File: config.mk
export PLATFORM = sky130hd
export DESIGN_NAME = ewb_queue_flat
export DESIGN_NICKNAME = d
export VERILOG_FILES = /design/src/rtl/ewb_queue_if.sv /design/src/rtl/ewb_queue.sv /design/src/flat_wrapper.sv
export SDC_FILE = /design/constraint.sdc
export NUM_CORES = 1
export LEC_CHECK = 0
export CAP_MARGIN = 0
export CORE_MARGIN = 2
export CORE_UTILIZATION = 62
export DETAILED_ROUTE_END_ITERATION = 10
export GPL_ROUTABILITY_DRIVEN = 0
export PLACE_DENSITY_LB_ADDON = 0.1
export SYNTH_ARGS = -nofsm -noshare
export SYNTH_HDL_FRONTEND = slang
export SYNTH_SLANG_ARGS = --single-unit
File: constraint.sdc
create_clock -name clk -period 38.3 [get_ports clk]
set_input_delay 7.66 -clock clk [delete_from_list [all_inputs] [get_ports clk]]
set_output_delay 7.66 -clock clk [all_outputs]
set_load 0.005 [all_outputs]
File: src/rtl/ewb_queue_if.sv
// Eviction write buffer bus bundle.
// Groups the cache-side eviction/lookup signals and the memory-side write
// handshake of ewb_queue.
//   slave  : the buffer itself (accepts evictions, drives memory writes)
//   master : the cache/memory environment around the buffer
interface ewb_queue_if #(
  parameter int unsigned DEPTH      = 4,
  parameter int unsigned LINE_WIDTH = 128,
  parameter int unsigned ADDR_WIDTH = 16
) ();

  localparam int unsigned CW = $clog2(DEPTH) + 1;

  // Cache eviction port
  logic                  evict_valid;
  logic [ADDR_WIDTH-1:0] evict_addr;
  logic [LINE_WIDTH-1:0] evict_wdata;
  logic                  evict_ready;

  // Miss lookup port
  logic [ADDR_WIDTH-1:0] lookup_addr;
  logic                  lookup_hit;
  logic [LINE_WIDTH-1:0] lookup_rdata;

  // Memory write port
  logic                  drain_hold;
  logic                  mem_write;
  logic [ADDR_WIDTH-1:0] mem_addr;
  logic [LINE_WIDTH-1:0] mem_wdata;
  logic                  mem_resp;

  // Occupancy
  logic [CW-1:0]         count;
  logic                  full;
  logic                  empty;

  modport slave (
    input  evict_valid, evict_addr, evict_wdata, lookup_addr, drain_hold, mem_resp,
    output evict_ready, lookup_hit, lookup_rdata, mem_write, mem_addr, mem_wdata,
           count, full, empty
  );

  modport master (
    output evict_valid, evict_addr, evict_wdata, lookup_addr, drain_hold, mem_resp,
    input  evict_ready, lookup_hit, lookup_rdata, mem_write, mem_addr, mem_wdata,
           count, full, empty
  );

endinterface

File: src/rtl/ewb_queue.sv
// Multi-entry eviction write buffer between cache controller and memory.
// Evicted dirty lines are queued in a circular buffer and drained to memory
// one at a time; queued lines serve cache misses; a repeat eviction of a
// queued line overwrites that entry instead of taking a new slot.
// Ports:
//   clk   : single clock, rising edge
//   reset : asynchronous, active-high, clears all state
//   bus   : ewb_queue_if.slave (eviction, lookup, memory write, occupancy)
module ewb_queue #(
  parameter int unsigned DEPTH       = 4,
  parameter int unsigned LINE_WIDTH  = 128,
  parameter int unsigned ADDR_WIDTH  = 16,
  parameter int unsigned OFFSET_BITS = 4
) (
  input  logic        clk,
  input  logic        reset,
  ewb_queue_if.slave  bus
);

  localparam int unsigned PW = $clog2(DEPTH);
  localparam int unsigned CW = $clog2(DEPTH) + 1;
  localparam int unsigned TW = ADDR_WIDTH - OFFSET_BITS;

  typedef enum logic {
    IDLE  = 1'b0,
    WRITE = 1'b1
  } state_t;

  state_t                state_q;
  state_t                state_d;

  logic [TW-1:0]         tag_q  [DEPTH];
  logic [LINE_WIDTH-1:0] data_q [DEPTH];
  logic [DEPTH-1:0]      valid_q;
  logic [PW-1:0]         head_q;
  logic [PW-1:0]         tail_q;
  logic [CW-1:0]         count_q;

  logic [TW-1:0]         evict_tag;
  logic [TW-1:0]         lookup_tag;
  logic                  full_c;
  logic                  empty_c;
  logic                  coal_hit;
  logic [PW-1:0]         coal_idx;
  logic                  ready_c;
  logic                  accept;
  logic                  alloc;
  logic                  pop;
  logic                  mem_write_c;
  logic                  look_hit;
  logic [LINE_WIDTH-1:0] look_data;
  logic [PW-1:0]         scan_idx;
  logic [ADDR_WIDTH-1:0] mem_addr_c;
  logic                  unused_addr_bits;

  assign evict_tag  = bus.evict_addr[ADDR_WIDTH-1:OFFSET_BITS];
  assign lookup_tag = bus.lookup_addr[ADDR_WIDTH-1:OFFSET_BITS];

  // Offset bits only take part in the line address, never in matching
  assign unused_addr_bits = ^{bus.evict_addr, bus.lookup_addr};

  assign full_c  = (count_q == CW'(DEPTH));
  assign empty_c = (count_q == '0);

  // Coalesce target: matching valid entry, excluding the head while it is
  // being written to memory (its data is already committed to the bus)
  always_comb begin
    coal_hit = 1'b0;
    coal_idx = '0;
    for (int i = 0; i < int'(DEPTH); i++) begin
      if (valid_q[i] && (tag_q[i] == evict_tag) &&
          !((state_q == WRITE) && (PW'(i) == head_q))) begin
        coal_hit = 1'b1;
        coal_idx = PW'(i);
      end
    end
  end

  assign ready_c = coal_hit || !full_c;
  assign accept  = bus.evict_valid && ready_c;
  assign alloc   = accept && !coal_hit;
  assign pop     = (state_q == WRITE) && bus.mem_resp;

  // Lookup: walk from oldest to youngest so the youngest match wins
  always_comb begin
    look_hit  = 1'b0;
    look_data = '0;
    scan_idx  = head_q;
    for (int k = 0; k < int'(DEPTH); k++) begin
      scan_idx = head_q + PW'(k);
      if (valid_q[scan_idx] && (tag_q[scan_idx] == lookup_tag)) begin
        look_hit  = 1'b1;
        look_data = data_q[scan_idx];
      end
    end
  end

  // Pointers, occupancy and valid flags
  always_ff @(posedge clk or posedge reset) begin
    if (reset) begin
      valid_q <= '0;
      head_q  <= '0;
      tail_q  <= '0;
      count_q <= '0;
    end else begin
      if (pop) begin
        valid_q[head_q] <= 1'b0;
        head_q          <= head_q + PW'(1);
      end
      if (alloc) begin
        valid_q[tail_q] <= 1'b1;
        tail_q          <= tail_q + PW'(1);
      end
      count_q <= count_q + CW'(alloc) - CW'(pop);
    end
  end

  // Entry storage; contents are don't-care until marked valid
  always_ff @(posedge clk) begin
    if (accept) begin
      if (coal_hit) begin
        data_q[coal_idx] <= bus.evict_wdata;
      end else begin
        data_q[tail_q] <= bus.evict_wdata;
        tag_q[tail_q]  <= evict_tag;
      end
    end
  end

  // Drain FSM state register
  always_ff @(posedge clk or posedge reset) begin
    if (reset) begin
      state_q <= IDLE;
    end else begin
      state_q <= state_d;
    end
  end

  // Drain FSM next state; an accept into an empty buffer starts the write
  // on the same edge so mem_write follows the accept by one cycle
  always_comb begin
    state_d     = state_q;
    mem_write_c = 1'b0;
    case (state_q)
      IDLE: begin
        if (!bus.drain_hold && (!empty_c || accept)) begin
          state_d = WRITE;
        end
      end
      WRITE: begin
        mem_write_c = 1'b1;
        if (bus.mem_resp) begin
          state_d = IDLE;
        end
      end
      default: begin
        state_d = IDLE;
      end
    endcase
  end

  // Head line address with the offset field cleared
  always_comb begin
    mem_addr_c                              = '0;
    mem_addr_c[ADDR_WIDTH-1:OFFSET_BITS]    = tag_q[head_q];
  end

  assign bus.evict_ready  = ready_c;
  assign bus.lookup_hit   = look_hit;
  assign bus.lookup_rdata = look_data;
  assign bus.mem_write    = mem_write_c;
  assign bus.mem_addr     = mem_addr_c;
  assign bus.mem_wdata    = data_q[head_q];
  assign bus.count        = count_q;
  assign bus.full         = full_c;
  assign bus.empty        = empty_c;

endmodule

File: src/flat_wrapper.sv
// flat-port wrapper written by rule: the top's interface ports become plain ports
module ewb_queue_flat 
#(
  parameter int unsigned DEPTH       = 4,
  parameter int unsigned LINE_WIDTH  = 128,
  parameter int unsigned ADDR_WIDTH  = 16,
  parameter int unsigned OFFSET_BITS = 4
)
  (clk, reset, bus_evict_valid, bus_evict_addr, bus_evict_wdata, bus_lookup_addr, bus_drain_hold, bus_mem_resp, bus_evict_ready, bus_lookup_hit, bus_lookup_rdata, bus_mem_write, bus_mem_addr, bus_mem_wdata, bus_count, bus_full, bus_empty);
  ewb_queue_if #(.DEPTH(DEPTH), .LINE_WIDTH(LINE_WIDTH), .ADDR_WIDTH(ADDR_WIDTH)) bus_i ();
  input  logic clk;
  input  logic reset;
  input wire logic [$bits(bus_i.evict_valid)-1:0] bus_evict_valid;
  input wire logic [$bits(bus_i.evict_addr)-1:0] bus_evict_addr;
  input wire logic [$bits(bus_i.evict_wdata)-1:0] bus_evict_wdata;
  input wire logic [$bits(bus_i.lookup_addr)-1:0] bus_lookup_addr;
  input wire logic [$bits(bus_i.drain_hold)-1:0] bus_drain_hold;
  input wire logic [$bits(bus_i.mem_resp)-1:0] bus_mem_resp;
  output wire logic [$bits(bus_i.evict_ready)-1:0] bus_evict_ready;
  output wire logic [$bits(bus_i.lookup_hit)-1:0] bus_lookup_hit;
  output wire logic [$bits(bus_i.lookup_rdata)-1:0] bus_lookup_rdata;
  output wire logic [$bits(bus_i.mem_write)-1:0] bus_mem_write;
  output wire logic [$bits(bus_i.mem_addr)-1:0] bus_mem_addr;
  output wire logic [$bits(bus_i.mem_wdata)-1:0] bus_mem_wdata;
  output wire logic [$bits(bus_i.count)-1:0] bus_count;
  output wire logic [$bits(bus_i.full)-1:0] bus_full;
  output wire logic [$bits(bus_i.empty)-1:0] bus_empty;
  assign bus_i.evict_valid = bus_evict_valid;
  assign bus_i.evict_addr = bus_evict_addr;
  assign bus_i.evict_wdata = bus_evict_wdata;
  assign bus_i.lookup_addr = bus_lookup_addr;
  assign bus_i.drain_hold = bus_drain_hold;
  assign bus_i.mem_resp = bus_mem_resp;
  assign bus_evict_ready = bus_i.evict_ready;
  assign bus_lookup_hit = bus_i.lookup_hit;
  assign bus_lookup_rdata = bus_i.lookup_rdata;
  assign bus_mem_write = bus_i.mem_write;
  assign bus_mem_addr = bus_i.mem_addr;
  assign bus_mem_wdata = bus_i.mem_wdata;
  assign bus_count = bus_i.count;
  assign bus_full = bus_i.full;
  assign bus_empty = bus_i.empty;
  ewb_queue #(.DEPTH(DEPTH), .LINE_WIDTH(LINE_WIDTH), .ADDR_WIDTH(ADDR_WIDTH), .OFFSET_BITS(OFFSET_BITS)) u_core (.clk(clk), .reset(reset), .bus(bus_i));
endmodule
* Word-level counts from Yosys, hierarchy flattened *
Memory sizes are Yosys's and may differ from the RTL's.
Cells that the tools add are included.
Widths: inputs -> output; s select.

storage, ports and cells
  logic and storage cells = 113
  memory bits (read-only) = 0
  bits in latches = 0
  memories kept = 2
  memory bits (writable) = 560
  register bits = 12
  output and inout bits = 280
  input bits = 165

operators by class
  $lt $le $gt $ge = 7
  $add $sub $neg = 6
  equal/unequal tests = 12
  multiply operators = 0
  multiplexer cells = 42
  shift operators = 0
  bitwise gates (word level) = 4
  reductions and logical operators = 35
  divide/modulo/power cells = 0

memories
  name           depth  bits a word  read ports  clocked after memory_dff  write ports  RTL line         RTL
  u_core.data_q  4      128          4           0                         1            ewb_queue.sv:33  logic [LINE_WIDTH-1:0] data_q [DEPTH];
  u_core.tag_q   4      12           8           0                         1            ewb_queue.sv:32  logic [TW-1:0] tag_q [DEPTH];

operators by type and width
  cell                 count
  $mux 128             5
  $reduce_or 128->1    1
  $eq 12x12->1         8
  $mux 1               25
  $logic_and 1x1->1    22
  $lt 2x3->1 const B   5
  $bmux 1 s2           4
  $logic_not 1->1      8
  $mux 4               2
  $mux 2               3
  $add 2x1->2 const B  2
  $add 2x2->2 const B  2
  $and 4x4->4          1
  $demux 1 s2          2
  $eq 2x2->1 const A   2
  $ge 2x1->1 const B   2
  $not 4->4            1
  $or 4x4->4           1
  $add 3x1->3          1
  $eq 3x3->1 const B   1
  $logic_not 3->1      1
  $sub 3x1->3          1
  $eq 1x2->1 const A   1
  $logic_not 2->1      1
  other kinds (3)      4

* Longest topological paths before layout *
  depth in word-level cells = 14
  gate-level depth with buffers = 21
  depth with buffers taken out = 10

* Worst setup path after synthesis *
No wires, ideal clock.

  path kind = in2reg
  start point = input bus_evict_addr[7]
  end point = memory u_core.data_q[2][0], enable pin
  arrival = 18,572 ps
  setup time = 804 ps
  cell stages on the path = 8
  slack = 18,924 ps
  cells stage by stage = clkbuf_1 > xnor2_1 > nand4_1 > or4_1 > nor2b_1 > and4_1 > clkbuf_1 > a211oi_1

between the ends
  longest elaborated chain between the ends = 13

ends and longest elaborated chain
  element                                            RTL line            RTL
  from (decl)                                        flat_wrapper.sv:14  input wire logic [$bits(bus_i.evict_addr)-1:0] bus_evict_addr;
  $eq 12x12->1                                       ewb_queue.sv:71     if (valid_q[i] && (tag_q[i] == evict_tag) &&
  $logic_and 1x1->1 (2 in a row)                     ewb_queue.sv:71
  $mux 1 (4 in a row)                                ewb_queue.sv:71
  $logic_or 1x1->1                                   ewb_queue.sv:79     assign ready_c = coal_hit || !full_c;
  $logic_and 1x1->1                                  ewb_queue.sv:80     assign accept = bus.evict_valid && ready_c;
  $mux 1                                             ewb_queue.sv:120    if (accept) begin
  $mux 1 (implied by the code)                       ewb_queue.sv:124    data_q[tail_q] <= bus.evict_wdata;
  $reduce_or 128->1 (no line)                        n/a
  $mux 2 (no line) / $mux 1 (equally long branches)  n/a
  to (decl)                                          ewb_queue.sv:33

Several ways; a longest one is shown, not always the timed one.

* Worst setup path after layout *
  start point = input bus_lookup_addr[10]
  end point = output bus_lookup_rdata[59]

between the ends
  longest elaborated chain between the ends = 6

ends and longest elaborated chain
  element                RTL line            RTL
  from (decl)            flat_wrapper.sv:16  input wire logic [$bits(bus_i.lookup_addr)-1:0] bus_lookup_addr;
  $eq 12x12->1           ewb_queue.sv:91     if (valid_q[scan_idx] && (tag_q[scan_idx] == lookup_tag)) begin
  $logic_and 1x1->1      ewb_queue.sv:91
  $mux 128 (3 in a row)  ewb_queue.sv:91
  $mux 128 (*)           ewb_queue.sv:91
  to (decl)              flat_wrapper.sv:21  output wire logic [$bits(bus_i.lookup_rdata)-1:0] bus_lookup_rdata;

Mark *: on every way between the ends. The rest lies on a longest branch, timed or not.

==> impl_metrics.csv <==
group,metric,value,unit
synthesis,ys_top_cells_by_count,"edfxtp_1 (560), mux4_2 (548), nand3_1 (269)",
layout,fin_cells,3859,
floorplanning,die-area,0.0645,mm2
synthesis,ys.flop_type,"edfxtp_1",
synthesis,synthCells,2747,
drt,maxUsedRoutingLayer,"met5",
critical_path,worst-path-max-fanout,68,
pwr,ir_worst_vdd,105,uV
global_routing,grt_max_degree,135,
drt,met3WireLength,14.9,mm
critical_path,cp_slowest_cell,"buf_4",
floorplanning,start_util,62.8,%
global_routing,gr-total-overflow,0,
sta,fmax,50.1,MHz
drt,ant_nets,0,
synthesis,ys_ff_latch,572,
run,max_cap_violations,0,
layout,nets,3130,
min_path,hp-class,"flip-flop to flip-flop",
clocking,clockBufferDepth,3,
pwr,power.density,79.7,mW/mm2
critical_path,startpoint,"bus_lookup_addr[10]",
clocking,cts_setup_buffers,0,
synthesis,synthArstFlopShare,2.10,%
clocking,h-tree-depth,2,
clocking,hold_buffers,0,
sta,slew_headroom,12.4,%
sta,worst_slew_pin_slew,1.31,ns
placed_design,dpl.cell_count,3728,
global_routing,grtUsageTotal,36.0,%
clocking,postCtsResizedCells,0,
synthesis,synthTopCellsByArea,"edfxtp_1 (43%), mux4_2 (32%), nand3_1 (3.5%)",
synthesis,synth_top_area_cell,"edfxtp_1",
layout,fillerInstances,3902,
synthesis,synth_top_family_by_area,"multiplexers",
critical_path,criticalPathCategory,"input pin to output port",
sta,hold_violations,0,
sta,fin_crit_sh,52.1,%
sta,fin_crit,19.96,ns
synthesis,ys_types,46,
synthesis,ys.warnings.count,0,
critical_path,startpoint_type,"input pin",
synthesis,ys_seq_area_share,44.2,%
sta,finalSetupViolations,0,
synthesis,synthAdderAreaFrac,0.374,%
min_path,holdCritStartpoint,"u_core.valid_q[1]",
floorplanning,rows,91,
layout,drive_gt1_share,23.3,%
global_routing,grt_pass1_wl,174,mm
drt,met2_wirelength,57.8,mm
placed_design,port_buffers,432,
drt,drt_first_iter_violations,4255,
layout,regArea,0.0171,mm2
synthesis,yosysMostFrequentCell,"edfxtp_1",
min_path,hold_depth,1,
drt,via_per_inst,7.66,
outcome,status,"complete, no violations",
floorplanning,io-pin-count,445,
critical_path,end_kind,"output port",
synthesis,synth_simple_gate_area_share,6.46,%
drt,firstDrtPassIters,7,
global_routing,grt_pass1_vias,29189,
clocking,cts-root-buf,"clkbuf_16",
sta,slew_violations,0,
pwr,p_leak,14.3,nW
clocking,tritoncts.num_buffers,61,
synthesis,synth_top_area_share,43.4,%
clocking,clk_pin_slew_worst_paths,0.06,ns
drt,drc,0,
sta,fin_tns_setup,0,ns
critical_path,slowest_delay,0.93,ns
critical_path,critPathArrivalTime,12.30,ns
floorplanning,coreArea,0.0617,mm2
layout,syn_to_final_growth,16.6,%
sta,fin_skew,0.0252,ns
drt,vias,29574,
drt,routed_wl,117,mm
placed_design,dpl.hpwl,65.5,mm
critical_path,r2r_cells,12,
global_routing,antenna_found_initial,27,
drt,wl_met1,38.7,mm
synthesis,synth_edf_count,560,
clocking,clock_sinks,572,
synthesis,synthMuxAreaShare,32.6,%
critical_path,path_cells,"clkdlybuf4s50_1, xnor2_1, nand4_1, a211oi_4, buf_4, buf_4, nand3_1, a21oi_1, o22a_1, clkdlybuf4s50_1",
synthesis,synthesis.area,0.0388,mm2
layout,multiInputGateArea,0.0196,mm2
critical_path,r2r_start,"u_core.head_q[0]",
floorplanning,die_y,254,um
clocking,cts_tree,"yes",
clocking,clock_latency,0.65,ns
critical_path,worst_ep_required_time,30.64,ns
synthesis,synth_xor_area_share,2.48,%
sta,rsz0062_at_grt,"no",
synthesis,synth_compound_area_share,8.35,%
floorplanning,fp.dieW,254,um
drt,avgRoutedWirePerCell,30.4,um
synthesis,synth_area_per_cell,14.1,um2
cell families after synthesis:
logic type / Yosys count
other: 1
DFF: 572
adders and majority gates: 11
and+or+nand+nor: 462
xor gates and xnor gates: 109
muxes: 577
buffers and inverters: 475
AOI/OAI and AO/OA: 540
through the flow:
step / cell area, um2 / total power [W] / hold WS (ns) / utilization [%] / worst slack [ns]
finish: 45200 / 0.00360 / 0.629 / 73.2 / 18.34
global placement: 43000 / 0.00290 / 0.576 / 69.7 / 18.60
floorplan: 38800 / 0.00241 / 0.523 / - / 18.92
detailed placement: 43000 / 0.00296 / 0.606 / 69.7 / 18.54
CTS: 45100 / 0.00358 / 0.625 / 73.1 / 18.53
global route: 45200 / 0.00374 / 0.664 / 73.2 / 18.34
final timing paths:
kind                                        end  slack (ns)
min                           u_core.valid_q[1]        0.63
max reg2reg                u_core.data_q[1][80]       30.94
min reg2reg                   u_core.valid_q[1]        0.63
min in group asynchronous        u_core.state_q        7.38
max                        bus_lookup_rdata[59]       18.34
max in group asynchronous      u_core.head_q[1]       30.55
sequential cells by signal, summed over array words and instances, names as in the netlist:
signal,count
u_core.tail_q,2
u_core.head_q,2
u_core.bus.count,3
u_core.state_q,1
u_core.tag_q,48
u_core.data_q,512
u_core.valid_q,4
layer usage:
| layer | GRT usage (%) | vias up |
|---|---|---|
| met1 | 45.6 | 15025 |
| li1 | - | 11811 |
| met5 | 0 | - |
| met3 | 9.55 | 410 |
| met4 | 19.0 | 26 |
| met2 | 57.6 | 2302 |
critical path: cells and delay by family:
kind                   cells  cell delay, ns
buffers and inverters      4            2.95
XOR/XNOR                   1            0.36
AND/OR/NAND/NOR            2            0.51
AO/OA/AOI/OAI              3            0.65
where the power goes:
group	total, W	switching (W)	internal, W
sequential	0.000930	0.000113	0.000818
clock	0.000624	0.000251	0.000373
combinational	0.00204	0.00103	0.00102
cell usage in the layout, fill, tap and decap left out, drive strengths merged, types with 3 or more instances in the layout:
cell type | netlist | routed
nor3 | 5 | 5
and2 | 6 | 6
clkdlybuf4s50 | 0 | 432
nand3 | 269 | 269
o21ai | 263 | 263
clkinv | 1 | 27
a21o | 4 | 4
a21oi | 134 | 134
inv | 140 | 141
a211oi | 3 | 3
diode | 0 | 15
ha | 10 | 10
clkinvlp | 0 | 3
nor2 | 6 | 6
xor2 | 27 | 27
edfxtp | 560 | 560
o22a | 128 | 128
mux4 | 549 | 549
bufinv | 0 | 11
clkbuf | 161 | 75
nand4 | 15 | 15
mux2i | 27 | 27
xnor2 | 82 | 82
conb | 1 | 4
buf | 173 | 43
dfrtp | 12 | 12
nor4 | 133 | 133
nand2 | 19 | 19
layout make-up:
type                       instances  share of cell area, %
multi-input combinational       1703                   43.4
sequential                       572                   37.9
timing repair buffer             475                   10.5
clock buffer                      75                   3.59
tap                              837                   2.32
inverter                         141                   1.17
clock inverter                    41                   1.07
antenna                           15                 0.0831
Note: power is estimated with default switching activity, not from simulation.
==> patch: new RTL, same flow settings <==
`ADDR_WIDTH` is set to 16 in 3 places; all go to 15.
--- a/src/rtl/ewb_queue_if.sv
+++ b/src/rtl/ewb_queue_if.sv
@@ -8,3 +8,3 @@
   parameter int unsigned LINE_WIDTH = 128,
-  parameter int unsigned ADDR_WIDTH = 16
+  parameter int unsigned ADDR_WIDTH = 15
 ) ();
--- a/src/rtl/ewb_queue.sv
+++ b/src/rtl/ewb_queue.sv
@@ -11,3 +11,3 @@
   parameter int unsigned LINE_WIDTH  = 128,
-  parameter int unsigned ADDR_WIDTH  = 16,
+  parameter int unsigned ADDR_WIDTH  = 15,
   parameter int unsigned OFFSET_BITS = 4
--- a/src/flat_wrapper.sv
+++ b/src/flat_wrapper.sv
@@ -5,3 +5,3 @@
   parameter int unsigned LINE_WIDTH  = 128,
-  parameter int unsigned ADDR_WIDTH  = 16,
+  parameter int unsigned ADDR_WIDTH  = 15,
   parameter int unsigned OFFSET_BITS = 4
Ports: changed (resized bus_evict_addr, bus_lookup_addr and bus_mem_addr); port bits go from 445 to 442. No check against the original RTL was run, so the function may have changed too.
==> patch against the unedited design <==
- final area decreased by 3.1%
- first-iteration DRC count decreased by 28%
- sequential cell count decreased by 4
- area after synthesis decreased by 3.6%
- wire length decreased by 11%
- power decreased by 8.4%
- synthesized cell count decreased by 11%
- worst setup slack got worse by 620 ps
- final cell count decreased by 8.0%
- critical path depth decreased by 1
- critical endpoint is now bus_lookup_rdata[28]
==> patch: results <==
routing:
  wl_met3_mm: 11.6
  ant_nets: 0
  drtPass1Iterations: 8
  wl_met2_mm: 52.8
  wl_met1_mm: 35.9
  vias: 26469
  wl_mm: 104
  drt_iter0_drc: 3065
critical_path:
  cp_top_family: "simple AND/OR/NAND/NOR gates"
  r2r-start: "u_core.head_q[1]"
  critPathArrivalTime_ps: 12910
  path_max_fanout: 60
  cpMaxStageDelayCell: "or4_4"
  startpoint: "bus_lookup_addr[7]"
  cpPeakStageDelay_ps: 920
clock_tree:
  cts_setup_buffers: 0
  cts_buffer_depth: 3
  htreeDepth: 2
  clk_latency_ps: 630
  cts_made_buffers: 59
  path_clk_slew_ps: 60
  post_cts_resize_count: 0
global_route:
  grt_max_degree: 205
  met3_usage_pct: 8.73
  grt_first_pass_wirelength_mm: 158
  gr-usage-met2_pct: 55.4
  grt_pass1_vias: 26617
  grt_use_met1_pct: 41.8
  gr-usage-all-layers_pct: 33.3
  antenna_found_initial: 18
pwr:
  vdd_drop_max_uv: 73.4
  power_leakage_nw: 13.8
run_status:
  outcome: "completed"
placed_design:
  placedCellCount: 3429
  placed_area_um2: 41900
  dp_hpwl_mm: 61.5
  port_buffers: 429
  place_ws_ps: 17740
finish:
  fin_area_um2: 43800
  stdcell_count: 3550
  drive_above_1_share_pct: 25.4
  fillCellCount: 3716
  reg.largest.list: "u_core.data_q (512), u_core.tag_q (44), u_core.valid_q (4)"
  fin_nets: 2882
synthesis:
  async_flop_share_pct: 2.11
  synthTopCellsByArea: "edfxtp_1, mux4_2, o31a_1"
  synth_seq_area_share_pct: 45.5
  ys_types: 50
  netlist_instances: 2456
  synth_edf_count: 556
  synthTopCellsByCount: "edfxtp_1, mux4_2, clkbuf_1, inv_1, nand3_1"
worst_hold_path:
  hold_start: "u_core.valid_q[1]"
timing:
  tightest_slew_ps: 1270
  setup_viol: 0
  skew_ps: 20.1
## patch: cell types whose count changed after synthesis, moves of 8 or more
cell       unedited run  this run
o22a_1              128        27
buf_4                21        13
buf_1                19        50
buf_2               116        38
nand3_1             269       136
nor4_1              133         5
o21ai_0             259        41
o21ai_1               4        91
a21boi_0              0        26
o2111ai_1             0        26
clkbuf_1            161       173
nor4b_1               0       101
o31a_1                1       102
## patch: layout make-up
class                           count  share of cell area (%)
Tap cell                          782                    2.24
Clock inverter                     34                   0.566
Clock buffer                       75                    3.70
Timing Repair Buffer              471                    10.6
Multi-Input combinational cell   1466                    42.8
Inverter                          142                    1.22
Sequential cell                   568                    38.8
Antenna cell                       12                  0.0686
## patch: worst paths after layout
path	to	depth (start not counted)	slack (ps)
max in group asynchronous	u_core.head_q[0]	2	30520
min in group asynchronous	u_core.bus.count[0]	2	7380
worst max register to register	u_core.data_q[1][92]	10	31540
worst max-delay path	bus_lookup_rdata[28]	9	17730
worst min-delay path	u_core.valid_q[1]	1	580
worst min register to register	u_core.valid_q[1]	1	580
## patch: logic make-up after synthesis
kind of cell | synth area share [%]
AND/OR/NAND/NOR | 5.44
other | 0.0100
buffers and inverters | 4.71
XOR/XNOR | 2.41
AO/OA/AOI/OAI | 8.05
multiplexers | 33.5
adder cells (fa/ha/maj) | 0.388
flip-flops | 45.5
## patch: power breakdown
| part | total, mW | leakage (nW) | switching (mW) | internal [mW] |
|---|---|---|---|---|
| clock | 0.555 | 0.918 | 0.238 | 0.317 |
| combinational | 1.82 | 7.62 | 0.821 | 0.999 |
| sequential | 0.923 | 5.23 | 0.111 | 0.812 |
| total | 3.30 | 13.8 | 1.17 | 2.13 |
